### src/rtl/interleaver_commutator_if.sv
// Byte-source handshake and commutator select bus between the source, the
// commutator controller and the interleaver/deinterleaver datapath.
interface interleaver_commutator_if #(
   parameter int SEL_W = 4
);
   logic             enable;
   logic             in_valid;
   logic [7:0]       in_data;
   logic             in_ready;
   logic [7:0]       data_out;
   logic             shift_en;
   logic [SEL_W-1:0] select;
   logic [SEL_W-1:0] deint_select;
   logic             locked;
   logic             deint_out_valid;
   logic             sync_lost;

   modport master (
      output enable, in_valid, in_data,
      input  in_ready, data_out, shift_en, select, deint_select,
             locked, deint_out_valid, sync_lost
   );

   modport slave (
      input  enable, in_valid, in_data,
      output in_ready, data_out, shift_en, select, deint_select,
             locked, deint_out_valid, sync_lost
   );
endinterface

### src/rtl/interleaver_commutator_ctrl.sv
// Commutator sequencer for the convolutional interleaver/deinterleaver pair:
// aligns sync bytes to branch 0, monitors lock and tracks deinterleaver fill.
module interleaver_commutator_ctrl #(
   parameter int          BRANCHES    = 12,
   parameter int          DEPTH_M     = 17,
   parameter int          SEL_W       = 4,
   parameter logic [7:0]  SYNC_BYTE   = 8'h47,
   parameter int          SYNC_PERIOD = 204,
   parameter int          CH_LAT      = 1,
   parameter int          MISS_MAX    = 3
) (
   input logic                     clk,
   input logic                     reset,
   interleaver_commutator_if.slave bus
);
   localparam int FILL   = DEPTH_M * BRANCHES * (BRANCHES - 1);
   localparam int FILL_W = $clog2(FILL + 1);
   localparam int BC_W   = $clog2(SYNC_PERIOD);
   localparam int MC_W   = $clog2(MISS_MAX + 1);

   localparam logic [1:0] S_IDLE = 2'd0;
   localparam logic [1:0] S_HUNT = 2'd1;
   localparam logic [1:0] S_RUN  = 2'd2;

   logic [1:0]                   state;
   logic [BC_W-1:0]              byte_cnt;
   logic [MC_W-1:0]              miss_cnt;
   logic [FILL_W-1:0]            fill_cnt;
   logic [7:0]                   data_q;
   logic                         shift_q;
   logic [SEL_W-1:0]             sel_q;
   logic [CH_LAT-1:0][SEL_W-1:0] dly_q;
   logic                         dov_q;
   logic                         lost_q;

   logic accept, is_sync, at_sync, miss_last;

   // Ready is gated by enable so a byte is never accepted on the edge that drops to IDLE.
   assign bus.in_ready = (state != S_IDLE) && bus.enable;
   assign accept       = bus.in_valid && bus.in_ready;
   assign is_sync      = (bus.in_data == SYNC_BYTE);
   assign at_sync      = (byte_cnt == '0);
   assign miss_last    = at_sync && !is_sync && (miss_cnt == MC_W'(MISS_MAX - 1));

   assign bus.data_out        = data_q;
   assign bus.shift_en        = shift_q;
   assign bus.select          = sel_q;
   assign bus.deint_select    = dly_q[CH_LAT-1];
   assign bus.locked          = (state == S_RUN);
   assign bus.deint_out_valid = dov_q;
   assign bus.sync_lost       = lost_q;

   always_ff @(posedge clk) begin
      if (reset) begin
         state    <= S_IDLE;
         byte_cnt <= '0;
         miss_cnt <= '0;
         fill_cnt <= '0;
         data_q   <= '0;
         shift_q  <= 1'b0;
         sel_q    <= '0;
         dly_q    <= '0;
         dov_q    <= 1'b0;
         lost_q   <= 1'b0;
      end else begin
         shift_q  <= 1'b0;
         lost_q   <= 1'b0;
         dly_q[0] <= sel_q;
         for (int i = 1; i < CH_LAT; i++) dly_q[i] <= dly_q[i-1];

         if (!bus.enable) begin
            state    <= S_IDLE;
            sel_q    <= '0;
            byte_cnt <= '0;
            miss_cnt <= '0;
            fill_cnt <= '0;
            dov_q    <= 1'b0;
         end else begin
            case (state)
               S_IDLE: state <= S_HUNT;
               S_HUNT: begin
                  if (accept && is_sync) begin
                     state    <= S_RUN;
                     data_q   <= bus.in_data;
                     shift_q  <= 1'b1;
                     sel_q    <= '0;
                     byte_cnt <= BC_W'(1);
                     miss_cnt <= '0;
                     fill_cnt <= FILL_W'(1);
                  end
               end
               S_RUN: begin
                  if (accept && miss_last) begin
                     state    <= S_HUNT;
                     lost_q   <= 1'b1;
                     byte_cnt <= '0;
                     miss_cnt <= '0;
                     fill_cnt <= '0;
                     dov_q    <= 1'b0;
                  end else begin
                     // Fill flag trails the count by one edge.
                     if (fill_cnt == FILL_W'(FILL)) dov_q <= 1'b1;
                     if (accept) begin
                        data_q   <= bus.in_data;
                        shift_q  <= 1'b1;
                        sel_q    <= (sel_q == SEL_W'(BRANCHES - 1)) ? '0 : sel_q + 1'b1;
                        byte_cnt <= (byte_cnt == BC_W'(SYNC_PERIOD - 1)) ? '0 : byte_cnt + 1'b1;
                        if (at_sync) miss_cnt <= is_sync ? '0 : miss_cnt + 1'b1;
                        if (fill_cnt != FILL_W'(FILL)) fill_cnt <= fill_cnt + 1'b1;
                     end
                  end
               end
               default: state <= S_IDLE;
            endcase
         end
      end
   end
endmodule

### src/flat_wrapper.sv
// flat-port wrapper written by rule: the top's interface ports become plain ports
module interleaver_commutator_ctrl_flat 
#(
   parameter int          BRANCHES    = 12,
   parameter int          DEPTH_M     = 17,
   parameter int          SEL_W       = 4,
   parameter logic [7:0]  SYNC_BYTE   = 8'h47,
   parameter int          SYNC_PERIOD = 204,
   parameter int          CH_LAT      = 1,
   parameter int          MISS_MAX    = 3
)
  (clk, reset, bus_enable, bus_in_valid, bus_in_data, bus_in_ready, bus_data_out, bus_shift_en, bus_select, bus_deint_select, bus_locked, bus_deint_out_valid, bus_sync_lost);
  interleaver_commutator_if #(.SEL_W(SEL_W)) bus_i ();
  input logic clk;
  input logic reset;
  input wire logic [$bits(bus_i.enable)-1:0] bus_enable;
  input wire logic [$bits(bus_i.in_valid)-1:0] bus_in_valid;
  input wire logic [$bits(bus_i.in_data)-1:0] bus_in_data;
  output wire logic [$bits(bus_i.in_ready)-1:0] bus_in_ready;
  output wire logic [$bits(bus_i.data_out)-1:0] bus_data_out;
  output wire logic [$bits(bus_i.shift_en)-1:0] bus_shift_en;
  output wire logic [$bits(bus_i.select)-1:0] bus_select;
  output wire logic [$bits(bus_i.deint_select)-1:0] bus_deint_select;
  output wire logic [$bits(bus_i.locked)-1:0] bus_locked;
  output wire logic [$bits(bus_i.deint_out_valid)-1:0] bus_deint_out_valid;
  output wire logic [$bits(bus_i.sync_lost)-1:0] bus_sync_lost;
  assign bus_i.enable = bus_enable;
  assign bus_i.in_valid = bus_in_valid;
  assign bus_i.in_data = bus_in_data;
  assign bus_in_ready = bus_i.in_ready;
  assign bus_data_out = bus_i.data_out;
  assign bus_shift_en = bus_i.shift_en;
  assign bus_select = bus_i.select;
  assign bus_deint_select = bus_i.deint_select;
  assign bus_locked = bus_i.locked;
  assign bus_deint_out_valid = bus_i.deint_out_valid;
  assign bus_sync_lost = bus_i.sync_lost;
  interleaver_commutator_ctrl #(.BRANCHES(BRANCHES), .DEPTH_M(DEPTH_M), .SEL_W(SEL_W), .SYNC_BYTE(SYNC_BYTE), .SYNC_PERIOD(SYNC_PERIOD), .CH_LAT(CH_LAT), .MISS_MAX(MISS_MAX)) u_core (.clk(clk), .reset(reset), .bus(bus_i));
endmodule
### config.mk
export PLATFORM = sky130hd
export DESIGN_NAME = interleaver_commutator_ctrl_flat
export DESIGN_NICKNAME = d
export VERILOG_FILES = /design/src/rtl/interleaver_commutator_if.sv /design/src/rtl/interleaver_commutator_ctrl.sv /design/src/flat_wrapper.sv
export SDC_FILE = /design/constraint.sdc
export NUM_CORES = 1
export LEC_CHECK = 0
export BUFFER_PORTS_ARGS = -buffer_cell sky130_fd_sc_hd__buf_4
export CAP_MARGIN = 20
export CORE_UTILIZATION = 25
export CTS_BUF_LIST = sky130_fd_sc_hd__clkbuf_16
export DETAILED_ROUTE_END_ITERATION = 8
export PLACE_DENSITY = 0.55
export RECOVER_POWER = 50
export SYNTH_ARGS = -nofsm -noshare
export SYNTH_HDL_FRONTEND = slang
export SYNTH_SLANG_ARGS = --single-unit
### constraint.sdc
create_clock -name clk -period 2.3 [get_ports clk]
set_input_delay 0.46 -clock clk [delete_from_list [all_inputs] [get_ports clk]]
set_output_delay 0.46 -clock clk [all_outputs]
set_load 0.05 [all_outputs]
# Word level (Yosys, flattened, before mapping)
# Cells that the tools add are included.
# Widths: inputs -> output; s select.
# word_totals
reg_bits	43
in_bits	12
output_inout_bits	21
word_cells	87
# op_classes
addsub	4
n_eq_ne	15
muxes	35
bitwise	2
n_reduce_logical	21
# ops
operator	count
$mux 8	7
$mux 12	4
$pmux 8 s2	2
$pmux 12 s2	1
$mux 4	4
$mux 2	7
$add 12x1->12 const B	1
$eq 12x12->1 const B	1
$ne 12x12->1 const B	1
$reduce_and 4->1	3
$ne 3x1->1 const B	3
$add 8x1->8 const B	1
$eq 8x7->1 const B	1
$eq 8x8->1 const B	1
$logic_not 8->1	1
$pmux 4 s2	1
$logic_and 1x1->1	6
$mux 1	6
$ne 2x1->1 const B	3
$pmux 2 s3	1
$reduce_bool 2->1	3
$reduce_and 5->1	1
$add 4x1->4 const B	1
$eq 2x2->1 const B	2
other kinds (13)	15

# Logic depth before layout (Yosys ltp)
# depth
ltp_word	7
mapped_depth	9

# Worst setup path before layout
# Ideal clock, no wire load.
# synth_timing
path_type	reg-to-reg
startpoint	reg u_core.state[0]
endpoint	reg u_core.fill_cnt[5]
t_arrival_ps	2220
t_required_ps	2178
setup_slack_ps	-42
path_stages_with_launch	8
period_less_slack_ps	2342
path_cell_list	dfxtp_1 inv_1 ha_1 clkbuf_1 nand2_1 o41ai_2 a21oi_4 a221o_1
# synth_between
word_cells_on_any_way	14
cone_classes	5 x eq/ne; 2 x mux; 7 x reduce/logical
# synth_lines
item	line	source
from (decl)	interleaver_commutator_ctrl.sv:25	logic [1:0] state;
from (signal assigned)	interleaver_commutator_ctrl.sv:55	state <= S_IDLE;
from (signal assigned)	interleaver_commutator_ctrl.sv:72	state <= S_IDLE;
from (signal assigned)	interleaver_commutator_ctrl.sv:80	S_IDLE: state <= S_HUNT;
$eq 2x2->1 *	n/a	
named net bus_locked	flat_wrapper.sv:24	output wire logic [$bits(bus_i.locked)-1:0] bus_locked;
$ne 3x1->1 (no source line) / $reduce_bool 2->1 (equally long branches)	n/a	
$reduce_and 4->1 (no source line)	n/a	
to (signal assigned)	interleaver_commutator_ctrl.sv:109	if (fill_cnt != FILL_W'(FILL)) fill_cnt <= fill_cnt + 1'b1;
to (decl)	interleaver_commutator_ctrl.sv:28	logic [FILL_W-1:0] fill_cnt;
# Mark *: on every way through the listed nets, which the timed path passes. The rest lies on a longest branch.
# A chain may end at the register's enable or synchronous reset.

# Final worst setup path
# layout_timing
startpoint	reg u_core.byte_cnt[0]
endpoint	reg u_core.fill_cnt[4]
# layout_between
elab_chain_len	6
word_cells_on_any_way	9
cone_classes	2 x eq/ne; 2 x mux; 5 x reduce/logical
# layout_rtl
item	line	source
from (decl)	interleaver_commutator_ctrl.sv:26	logic [BC_W-1:0] byte_cnt;
from (signal assigned)	interleaver_commutator_ctrl.sv:107	byte_cnt <= (byte_cnt == BC_W'(SYNC_PERIOD - 1)) ? '0 : byte_cnt + 1'b1;
$logic_not 8->1 *	interleaver_commutator_ctrl.sv:42	assign at_sync = (byte_cnt == '0);
$logic_and 1x1->1 * (2 in a row)	interleaver_commutator_ctrl.sv:43	assign miss_last = at_sync && !is_sync && (miss_cnt == MC_W'(MISS_MAX - 1));
$logic_and 1x1->1 *	interleaver_commutator_ctrl.sv:93	if (accept && miss_last) begin
$ne 3x1->1 (no source line) / $mux 12 (equally long branches)	n/a	
$reduce_and 4->1 (no source line) / $pmux 12 s2 (equally long branches)	n/a	
# Every way passes the cells marked *; elsewhere a longest branch is shown, timed or not.

==> results.json <==
{
  "status": "complete, but fails checks",
  "violations": "DRC",
  "drv_slew": 0,
  "fin_crit_sh_pct": 95.08,
  "cp_top_family": "compound AO/OA/AOI/OAI gates",
  "grt_overflow": 0,
  "die_area_um2": 9668,
  "timing.fmax_ghz": 0.4573,
  "wl_per_cell_um": 13.71,
  "placed_cells": 417,
  "antenna_found_initial": 0,
  "startpoint_type": "register",
  "synthTopCellsByCount": "dfxtp_1, nor2_1, nand2_1",
  "synth_edf_count": 0,
  "hold_viol": 0,
  "cts_made_buffers": 5,
  "path_clk_slew_ps": 70,
  "final_antenna_net_count": 0,
  "p_per_area_nw_per_um2": 545.2,
  "seq_area_frac_synth_pct": 37.11,
  "root_buffer": "clkbuf_16",
  "cts_tree": "built",
  "setup_viol": 0,
  "hold_path.class": "input pin to register",
  "crit_type": "register to register",
  "grt_usage_pct": 12.37,
  "worstPathCellList": "inv_1, ha_1, nor4b_4, nand3_1, o41ai_4, a21oi_2, a221o_1",
  "antennaDiodeCount": 0,
  "vdd_drop_max_mv": 0.2881,
  "worstPathRequired_ps": 2480,
  "cpPeakStageDelay_ps": 500,
  "synth.most_common_cell": "dfxtp_1",
  "port_buffers": 32,
  "cts_max_path_buffers": 2,
  "final_nets": 342,
  "clock_skew_ps": 6.441,
  "drc": 3,
  "relSlewSlack_pct": 59.35,
  "worst_pin_slew_ps": 612.3,
  "syn_nets": 285,
  "synth_cells": 262,
  "die_height_um": 98.33,
  "totalWireLength_um": 5867,
  "coreArea_um2": 8848,
  "ys_warn_count": 0,
  "avgSynthCellArea_um2": 8.854,
  "drt_iter0_markers": 170,
  "cp_max_fo": 4,
  "grt_max_degree": 16,
  "rows": 34,
  "async_flop_share_pct": 0,
  "synthDominantCellAreaShare_pct": 37.11,
  "cp-end-kind": "register",
  "viasPerCell": 5.171,
  "place_hpwl_um": 4335,
  "drive_gt1_share_pct": 19.38,
  "n_fill_cell": 926,
  "holdBufCountCts": 0,
  "synth-main-ff-cell": "dfxtp_1",
  "clk_latency_ps": 290,
  "maxCapViolCount": 0,
  "layout_min_cycle_time_ps": 2187,
  "synth_cell_types": 57,
  "pin_count": 33,
  "ys_ff_latch": 43,
  "crit_slowest_cell": "o41ai_4",
  "yosysTopAreaCell": "dfxtp_1",
  "start_util_pct": 26.22,
  "total_power_w": 0.001610,
  "vias": 2213,
  "clock-sinks": 43,
  "fin_util_pct": 33.37,
  "worstPathArrival_ps": 2360,
  "worst-path-buf-inv": 1,
  "die_w_um": 98.33,
  "synth.area.top_cells": "dfxtp_1, ha_1, nor2_1, mux2i_1, a21oi_1",
  "grt_pass1_vias": 1971,
  "syn_area_um2": 2320,
  "p_leak_nw": 1.194,
  "firstDrtPassIters": 6,
  "area_growth_pct": 27.29,
  "cts_max_level": 2,
  "grt_pass1_wl_um": 9639,
  "fin_cells": 428,
  "place.gp.congestion": 0.9232
}
## layout by cell type, fill, tap and decap left out, drive strengths merged, types with 3 or more instances in the layout
| cell | netlist | layout |
|---|---|---|
| a21oi | 18 | 19 |
| a221o | 6 | 6 |
| a22oi | 3 | 3 |
| and3 | 8 | 8 |
| buf | 2 | 35 |
| clkbuf | 5 | 26 |
| clkinv | 1 | 3 |
| dfxtp | 43 | 43 |
| ha | 11 | 11 |
| inv | 12 | 12 |
| mux2i | 9 | 9 |
| nand2 | 19 | 19 |
| nand3 | 11 | 11 |
| nand4 | 5 | 5 |
| nor2 | 30 | 30 |
| nor2b | 7 | 7 |
| nor3 | 8 | 8 |
| nor4 | 3 | 3 |
| o21ai | 9 | 9 |
| or3 | 4 | 4 |
| or4 | 5 | 5 |
| or4b | 3 | 3 |
## what timing repair did
item | CTS | global route
resized for setup | 0 | 6
endpoints found under the hold margin | 0 | 0
setup endpoints to repair | 0 | 14
buffers inserted | 0 | 2
## state kept, by name, indices dropped and copies added (netlist names)
register and cells:
u_core.bus.data_out 8, u_core.bus.deint_out_valid 1, u_core.bus.deint_select 4, u_core.bus.select 4
u_core.bus.shift_en 1, u_core.bus.sync_lost 1, u_core.byte_cnt 8, u_core.fill_cnt 12
u_core.miss_cnt 2, u_core.state 2
## cells by family after synthesis
family / count (synthesis) / share of synthesized area [%]
xor+xnor: 3 / 1.133
fa+ha+maj: 11 / 5.933
buf+inv: 20 / 3.344
compound gates: 59 / 19.15
mux: 9 / 3.884
simple gates: 117 / 29.45
flops: 43 / 37.11
## power by group
group / internal, W / switching, W
logic: 0.0000550 / 0.0000784
clock network: 0.000406 / 0.000320
registers: 0.000748 / 0.00000216
## worst paths after layout
check | from | end | slack, ps | depth (start not counted)
worst min-delay path | bus_in_data[2] | u_core.bus.data_out[2]$_SDFFE_PP0P_ | 410 | 3
worst min register to register | u_core.miss_cnt[0]$_SDFFE_PP0P_ | u_core.miss_cnt[0]$_SDFFE_PP0P_ | 490 | 2
worst max register to register | u_core.byte_cnt[0]$_SDFFE_PP0P_ | u_core.fill_cnt[4]$_SDFFE_PP0P_ | 110 | 7
worst max-delay path | u_core.byte_cnt[0]$_SDFFE_PP0P_ | u_core.fill_cnt[4]$_SDFFE_PP0P_ | 110 | 7
## final cells by class
class	count	area, µm²	area share (%)
clock buffers	5	125.1	4.237
clock inverters	3	25.02	0.8475
inverters	13	48.80	1.653
multi-input cells	200	1414	47.88
flip-flops and latches	43	862.1	29.19
well taps	108	135.1	4.576
repair buffers	56	342.8	11.61
## per-layer routing
metal / up-vias / share of wire [%] / global-route usage, % / wire length [µm]
li1: 1085 / - / - / -
met4: 0 / 2.4 / 6.200 / 143
met2: 60 / 46 / 18.63 / 2706
met3: 11 / 5.0 / 2.935 / 296
met5: - / 0 / 0 / 0
met1: 1057 / 46 / 16.46 / 2720
## worst reg2reg max path: cells and delay by family, from the launching register on
kind	cells	cell delay, ps
AND/OR/NAND/NOR	2	480
buffers and inverters	1	80
adder cells (fa/ha/maj)	1	160
flip-flops	1	310
AO/OA/AOI/OAI	3	1050
## metrics by stage
stage	setup WS [ps]	hold WS [ps]	setup TNS [ps]	instance area [µm²]
6_report	113.2	414.1	0	2953
5_1_grt	-0.8495	427.8	-0.8495	2953
4_1_cts	38.14	414.8	0	2984
3_5_place_dp	59.03	477.6	0	2834
3_3_place_gp	57.75	460.9	0	2834
2_1_floorplan	105.9	446.3	0	2322
Power figures use the tool's default switching activity.
